===== src/rtl/delta_adc_pkg.sv =====
// Shared constants and width helper for the DeltaADC digital back-end.
package delta_adc_pkg;

  localparam int OSR_LOG2_DEF  = 6;
  localparam int OUT_W         = 8;
  localparam int SETTLE_DECIMS = 2;

  // Sinc2 output spans 0..OSR^2, which needs 2*log2(OSR)+1 bits.
  function automatic int cic_w(input int osr_log2);
    return 2 * osr_log2 + 1;
  endfunction

endpackage


===== src/rtl/delta_adc_cic2.sv =====
// Two-stage CIC (sinc2) decimator: integrators at the modulator rate,
// combs evaluated once per OSR cycles. All arithmetic wraps modulo 2^W.
module delta_adc_cic2
  import delta_adc_pkg::*;
#(
  parameter int OSR_LOG2 = OSR_LOG2_DEF,
  parameter int W        = cic_w(OSR_LOG2)
) (
  input  logic         clk,
  input  logic         rst_n,
  input  logic         en,
  input  logic         x,
  output logic [W-1:0] y,
  output logic         y_strobe
);

  logic [W-1:0]        i1;
  logic [W-1:0]        i2;
  logic [W-1:0]        i2_d;
  logic [W-1:0]        c1;
  logic [W-1:0]        c1_d;
  logic [OSR_LOG2-1:0] dcnt;

  // Decimation point: last cycle of the OSR-long frame.
  assign y_strobe = en && (dcnt == '1);
  assign c1       = i2 - i2_d;
  assign y        = c1 - c1_d;

  always_ff @(posedge clk or negedge rst_n) begin
    if (!rst_n) begin
      i1   <= '0;
      i2   <= '0;
      i2_d <= '0;
      c1_d <= '0;
      dcnt <= '0;
    end else if (!en) begin
      i1   <= '0;
      i2   <= '0;
      i2_d <= '0;
      c1_d <= '0;
      dcnt <= '0;
    end else begin
      i1   <= i1 + {{(W-1){1'b0}}, x};
      i2   <= i2 + i1;
      dcnt <= dcnt + 1'b1;
      if (y_strobe) begin
        i2_d <= i2;
        c1_d <= c1;
      end
    end
  end

endmodule


===== src/rtl/delta_adc_decimator.sv =====
// DeltaADC back-end: comparator synchroniser/feedback, sinc2 decimation,
// settle gating and 8-bit mapping. Optional sticky sat_flag via ADC_SAT_FLAG_EN.
module delta_adc_decimator
  import delta_adc_pkg::*;
#(
  parameter int OSR_LOG2 = OSR_LOG2_DEF
) (
  input  logic             clk,
  input  logic             rst_n,
  input  logic             en,
  input  logic             cmp_in,
  output logic             fb_out,
  output logic [OUT_W-1:0] sample,
  output logic             sample_valid
`ifdef ADC_SAT_FLAG_EN
  ,
  output logic             sat_flag
`endif
);

  localparam int W = cic_w(OSR_LOG2);
  localparam logic [W-1:0] Y_FULL = W'(1) << (2 * OSR_LOG2);

  logic             s1;
  logic             s2;
  logic [W-1:0]     y;
  logic             y_strobe;
  logic [1:0]       settle_cnt;
  logic             settled;
  logic             y_sat;
  logic [OUT_W-1:0] mapped;

  // Synchroniser runs regardless of en so the analog loop stays closed.
  always_ff @(posedge clk or negedge rst_n) begin
    if (!rst_n) begin
      s1 <= 1'b0;
      s2 <= 1'b0;
    end else begin
      s1 <= cmp_in;
      s2 <= s1;
    end
  end

  assign fb_out = s2;

  delta_adc_cic2 #(
    .OSR_LOG2 (OSR_LOG2),
    .W        (W)
  ) u_cic (
    .clk      (clk),
    .rst_n    (rst_n),
    .en       (en),
    .x        (s2),
    .y        (y),
    .y_strobe (y_strobe)
  );

  assign settled = (settle_cnt == 2'(SETTLE_DECIMS));
  assign y_sat   = (y >= Y_FULL);
  assign mapped  = y_sat ? {OUT_W{1'b1}} : OUT_W'(y >> (W - 1 - OUT_W));

  // Output contract: sample_valid is a single-cycle strobe with no ready;
  // the consumer must capture sample on it. sample then holds for OSR-1 cycles.
  always_ff @(posedge clk or negedge rst_n) begin
    if (!rst_n) begin
      settle_cnt   <= '0;
      sample       <= '0;
      sample_valid <= 1'b0;
    end else if (!en) begin
      settle_cnt   <= '0;
      sample_valid <= 1'b0;
    end else begin
      sample_valid <= y_strobe && settled;
      if (y_strobe) begin
        if (settled) sample <= mapped;
        else         settle_cnt <= settle_cnt + 1'b1;
      end
    end
  end

`ifdef ADC_SAT_FLAG_EN
  // Flags both rails: clamped full scale and an all-zero result.
  always_ff @(posedge clk or negedge rst_n) begin
    if (!rst_n) begin
      sat_flag <= 1'b0;
    end else if (!en) begin
      sat_flag <= 1'b0;
    end else if (y_strobe && settled && (y_sat || (y == '0))) begin
      sat_flag <= 1'b1;
    end
  end
`endif

endmodule


===== config.mk =====
export PLATFORM = sky130hd
export DESIGN_NAME = delta_adc_decimator
export DESIGN_NICKNAME = d
export VERILOG_FILES = /design/src/rtl/delta_adc_pkg.sv /design/src/rtl/delta_adc_cic2.sv /design/src/rtl/delta_adc_decimator.sv
export SDC_FILE = /design/constraint.sdc
export NUM_CORES = 1
export LEC_CHECK = 0
export CORE_UTILIZATION = 45
export DETAILED_ROUTE_END_ITERATION = 8
export GPL_TIMING_DRIVEN = 0
export HOLD_SLACK_MARGIN = 0.06
export SKIP_LAST_GASP = 1
export SYNTH_ARGS = -nofsm -noshare
export SYNTH_HDL_FRONTEND = slang
export SYNTH_HIERARCHICAL = 1
export SYNTH_SLANG_ARGS = --single-unit
export TNS_END_PERCENT = 5

===== constraint.sdc =====
create_clock -name clk -period 4.1 [get_ports clk]
set_clock_uncertainty 0.05 [all_clocks]
set_input_delay 1.025 -clock clk [delete_from_list [all_inputs] [get_ports clk]]
set_output_delay 1.025 -clock clk [all_outputs]
set_load 0.1 [all_outputs]

## Word-level counts from Yosys, hierarchy flattened

Index checks and enable logic that the tools add are counted.

- Bits in read-only memories: 0
- Register bits after elaboration: 71
- Memories kept: 0
- Bits in latches: 0
- Memory bits (writable): 0
- Input port bits: 4
- Output and inout port bits: 10

- Multiplexer cells: 12
- Multiply operators: 0
- Reduce and logical (&&, ||, !) cells: 4
- Shift operators: 0
- Divide/modulo/power cells: 0
- $lt $le $gt $ge: 1
- Equality and inequality tests: 4
- Add/sub/neg operators: 6
- Bitwise operators: 0

Operators with widths:

| kind | number |
|---|---|
| 13-bit 2-to-1 mux | 6 |
| 13-bit subtractor | 2 |
| 13-bit by 1-bit adder with 13-bit output | 1 |
| 13-bit adder | 1 |
| 13-bit >= comparator, second input constant | 1 |
| 8-bit 2-to-1 mux | 1 |
| 6-bit by 1-bit adder with 6-bit output, second input constant | 1 |
| 6-bit == test, second input constant | 1 |
| 2-bit 2-to-1 mux | 3 |
| 6-bit 2-to-1 mux | 1 |
| 3-bit AND reduction | 1 |
| 2-bit by 1-bit adder with 2-bit output, second input constant | 1 |
| 2-bit == test, second input constant | 1 |
| 1-bit logical AND | 2 |
| 2-bit by 1-bit inequality test with 1-bit output, second input constant | 1 |
| 2-bit inequality test, second input constant | 1 |
| 2-bit AND reduction | 1 |
| 1-bit 2-to-1 mux | 1 |

## Longest topological paths before layout

- Depth in word-level cells: 4
- Mapped depth: 18

## Hierarchy

Netlist, hierarchy kept.

By module, submodules not included:

| module | times used | cells each | area each (um2) | seq. area each (um2) |
|---|---|---|---|---|
| delta_adc_cic2 | 1 | 452 | 4086.4 | 1451.4 |
| delta_adc_decimator | 1 | 49 | 514.2 | 325.3 |

## Worst setup path after synthesis

No wires, ideal clock.

- Path kind: reg-to-reg
- Start: reg u_cic.i2[0]
- End: reg sample[7]
- Library setup time: 0.074 ns
- Clock period less this slack: 3.628 ns
- Required time: 3.976 ns
- Cell stages (with the launch flop): 18
- Data arrival time: 3.504 ns
- Buffers on the path: 1
- Setup slack: 0.472 ns
- Path through: dfrtp_1 > inv_1 > ha_1 > fa_1 > nand2b_1 > a21oi_1 > a221oi_1 > o21bai_1 > xor2_1 > ha_1 > and4_1 > a31o_2 > a21oi_1 > xor2_1 > xnor2_1 > clkbuf_1 > nor2_1 > o21ai_2

- Longest elaborated chain between the ends: 4

Ends and longest elaborated chain:

| element | RTL line | text |
|---|---|---|
| from (decl) | delta_adc_cic2.sv:18 | `logic [W-1:0] i2;` |
| from (signal assigned) | delta_adc_cic2.sv:44 | `i2 <= i2 + i1;` |
| 13-bit subtractor | delta_adc_cic2.sv:26 | `assign c1 = i2 - i2_d;` |
| 13-bit subtractor | delta_adc_cic2.sv:27 | `assign y = c1 - c1_d;` |
| net y[12] | delta_adc_decimator.sv:26 | `logic [W-1:0] y;` |
| 13-bit >= comparator | delta_adc_decimator.sv:59 | `assign y_sat = (y >= Y_FULL);` |
| 8-bit 2-to-1 mux | delta_adc_decimator.sv:60 | `assign mapped = y_sat ? {OUT_W{1'b1}} : OUT_W'(y >> (W - 1 - OUT_W));` |
| to (signal assigned) | delta_adc_decimator.sv:75 | `if (settled) sample <= mapped;` |
| to (decl) | delta_adc_decimator.sv:13 | `output logic [OUT_W-1:0] sample,` |

The timed path passes the listed nets, and every way through them passes these cells.
A chain may end at the register's enable or synchronous reset.

## Worst setup path in the final report

- Start: reg u_cic.i2[0]
- End: reg sample[5]

Same word-level chain as after synthesis.

==> results.yml <==
clock_tree:
  cts.root.buffer_cell: "clkbuf_8"
  clk_latency_ps: 350
  hold_buffers: 0
  path_clk_slew_ps: 80
  clockBufferDepth: 2
  cts_tree: "built"
  cts-buffers-inserted: 9
  cts.sinks: 71
  htree_levels: 3
timing:
  fin_crit_ps: 3780
  setup_viol: 0
  hold_viol: 0
  worstMarginPinSlew_ps: 964
  fin_crit_sh: 0.922
  fmax_mhz: 265
  drv_slew: 0
  grt_setup_unrepaired: "no"
  maxSlewHeadroom: 0.355
  hold_ws_ps: 302
run:
  maxCapViolCount: 0
global_route:
  grt_busiest_layer: "met2"
  grt_usage: 0.190
  grt_overflow: 0
  grt_pass1_vias: 3223
  grt_use_met3: 0.0244
  grt_use_met2: 0.343
  grt_use_met1: 0.226
  grt_max_degree: 57
  grt_antenna_before_repair: 0
  grt_pass1_wl_mm: 15.1
die:
  core_sq_um: 9820
  rows: 36
  die_w_um: 103
  io_pins: 14
  die_area_sq_um: 10600
  initial_utilization: 0.466
  fp.dieH_um: 103
critical_path:
  startpoint_type: "flop"
  crit_path_end: "sample[5]$_DFFE_PN0P_"
  critPathKind: "flop to flop"
  r2r_end: "sample[5]$_DFFE_PN0P_"
  cp_slowest_cell: "fa_1"
  regToRegSetupSlack_ps: 320
  critPathBufInv: 2
  required_ps: 4330
  endpoint_kind: "flop"
  cp_top_family: "compound AO/OA/AOI/OAI gates"
  r2r_start: "u_cic/i2[0]$_DFF_PN0_"
  worst_r2r_path_depth: 18
  cp.depth: 18
  path_cells: "inv_1, ha_1, fa_1, nand2b_1, a21oi_2, o21ai_0, a21boi_0, nor2_1, ha_1, nor3_1, o211ai_1, a31o_2, a21oi_1, xor2_1, xnor2_1, clkbuf_4, nor2_1, o21ai_1"
  path_max_fanout: 8
  startpoint: "u_cic/i2[0]$_DFF_PN0_"
  worstPathArrival_ps: 4010
  critPathMaxStageDelay_ps: 400
route:
  vias: 3356
  drtPass1Iterations: 4
  post_drt_wl_per_cell_um: 13.6
  ant_nets: 0
  viasPerCell: 5.09
  drc: 0
  drt_wl_total_mm: 8.97
  drtIter0Drc: 85
pwr:
  power_density_nw_per_um2: 327
  power.leakage_uw: 0.00236
  vdd_drop_max_uv: 151
synthesis:
  synthesis.area_sq_um: 4570
  syn_inst: 497
  syn_area_per_cell_sq_um: 9.20
  synth_warnings: 6
  synth_nets: 544
final_layout:
  n_fill_cell: 968
  n_antenna_cell: 0
  layout.nets: 569
  multi_input_area_sq_um: 2550
  synthToLayoutAreaGrowth_pct: 11.5
  regArea_sq_um: 1780
  final_layout_size_suffix_gt1_frac: 0.0798
  final_cells: 659
run_status:
  status: "finished clean"
place:
  place.gp.congestion: 0.827
  hpwl_mm: 6.86
  io_buffers: 13
  placedCellCount: 644
worst_hold_path:
  hold_path.class: "flop to flop"
[flip-flops by register name, summed over array words and instances (netlist names)]
name	cells
u_cic/i1	13
u_cic/dcnt	6
u_cic/c1_d	13
sample	8
settle_cnt	2
sample_valid	1
u_cic/i2_d	13
s1	1
u_cic/i2	13
fb_out	1
[area by class of cell]
type / count / share of cell area
inverter: 37 / 0.0272
timing repair buffer: 14 / 0.0304
clock buffer: 10 / 0.0250
multi-input combinational: 374 / 0.500
buffer: 15 / 0.0240
tap: 133 / 0.0326
sequential: 71 / 0.348
clock inverter: 5 / 0.0118
[through the flow]
step / power (uW) / instance area [sq um] / setup slack (ps) / utilization / TNS, ps
detailed placement: 1130 / 4890 / -51.9 / 0.498 / -383
global placement: 1120 / 4870 / -581 / 0.496 / -40740
CTS: 1690 / 5080 / 51.1 / 0.518 / 0
global route: 1780 / 5100 / 14.6 / 0.519 / 0
floorplan: 1050 / 4570 / 472 / - / 0
finish: 1670 / 5100 / 320 / 0.519 / 0
[routing by layer]
layer  wire (um)  vias up
met5           0        -
met1        4200     1569
li1            -     1739
met2        4400       36
met4         171        0
met3         194       12
[cell usage in the layout, fill, tap and decap left out, drive strengths merged, types with 8 or more instances in the layout]
cell / n
a21boi: 21
a21o: 8
a21oi: 19
and2: 16
and3: 9
clkbuf: 20
clkdlybuf4s50: 12
dfrtp: 71
ha: 40
inv: 36
nand2: 69
nand3: 19
nor2: 37
o211ai: 8
o21ai: 22
xnor2: 22
xor2: 17
[worst register-to-register path, delay by kind of cell, from the launching register on]
kind | cells | cell delay, ps
and+or+nand+nor | 4 | 530
buffers and inverters | 2 | 260
AOI/OAI and AO/OA | 7 | 1310
adders and majority gates | 3 | 850
DFF | 1 | 380
xor gates and xnor gates | 2 | 320
[how the worst min path moves through the flow]
stage	depth (start not counted)	slack (ps)	from	endpoint
6_report	0	300	s1$_DFF_PN0_	fb_out$_DFF_PN0_
5_1_grt	0	320	s1$_DFF_PN0_	fb_out$_DFF_PN0_
4_1_cts	0	300	s1$_DFF_PN0_	fb_out$_DFF_PN0_
3_5_place_dp	0	280	s1$_DFF_PN0_	fb_out$_DFF_PN0_
3_3_place_gp	0	280	s1$_DFF_PN0_	fb_out$_DFF_PN0_
2_1_floorplan	0	280	s1$_DFF_PN0_	fb_out$_DFF_PN0_
[timing repair]
action / CTS / global route
pin swaps: 0 / 2
setup buffers: 0 / 0
endpoints found under the setup margin: 8 / 8
resized for setup: 1 / 5
cloned: 0 / 0
[where the power goes]
group / leakage, uW / internal (uW) / switching, uW
logic: 0.00130 / 182 / 222
clock network: 0.0000806 / 277 / 267
registers: 0.000982 / 709 / 9.13
total: 0.00236 / 1170 / 498
(Power assumes the default switching activity.)
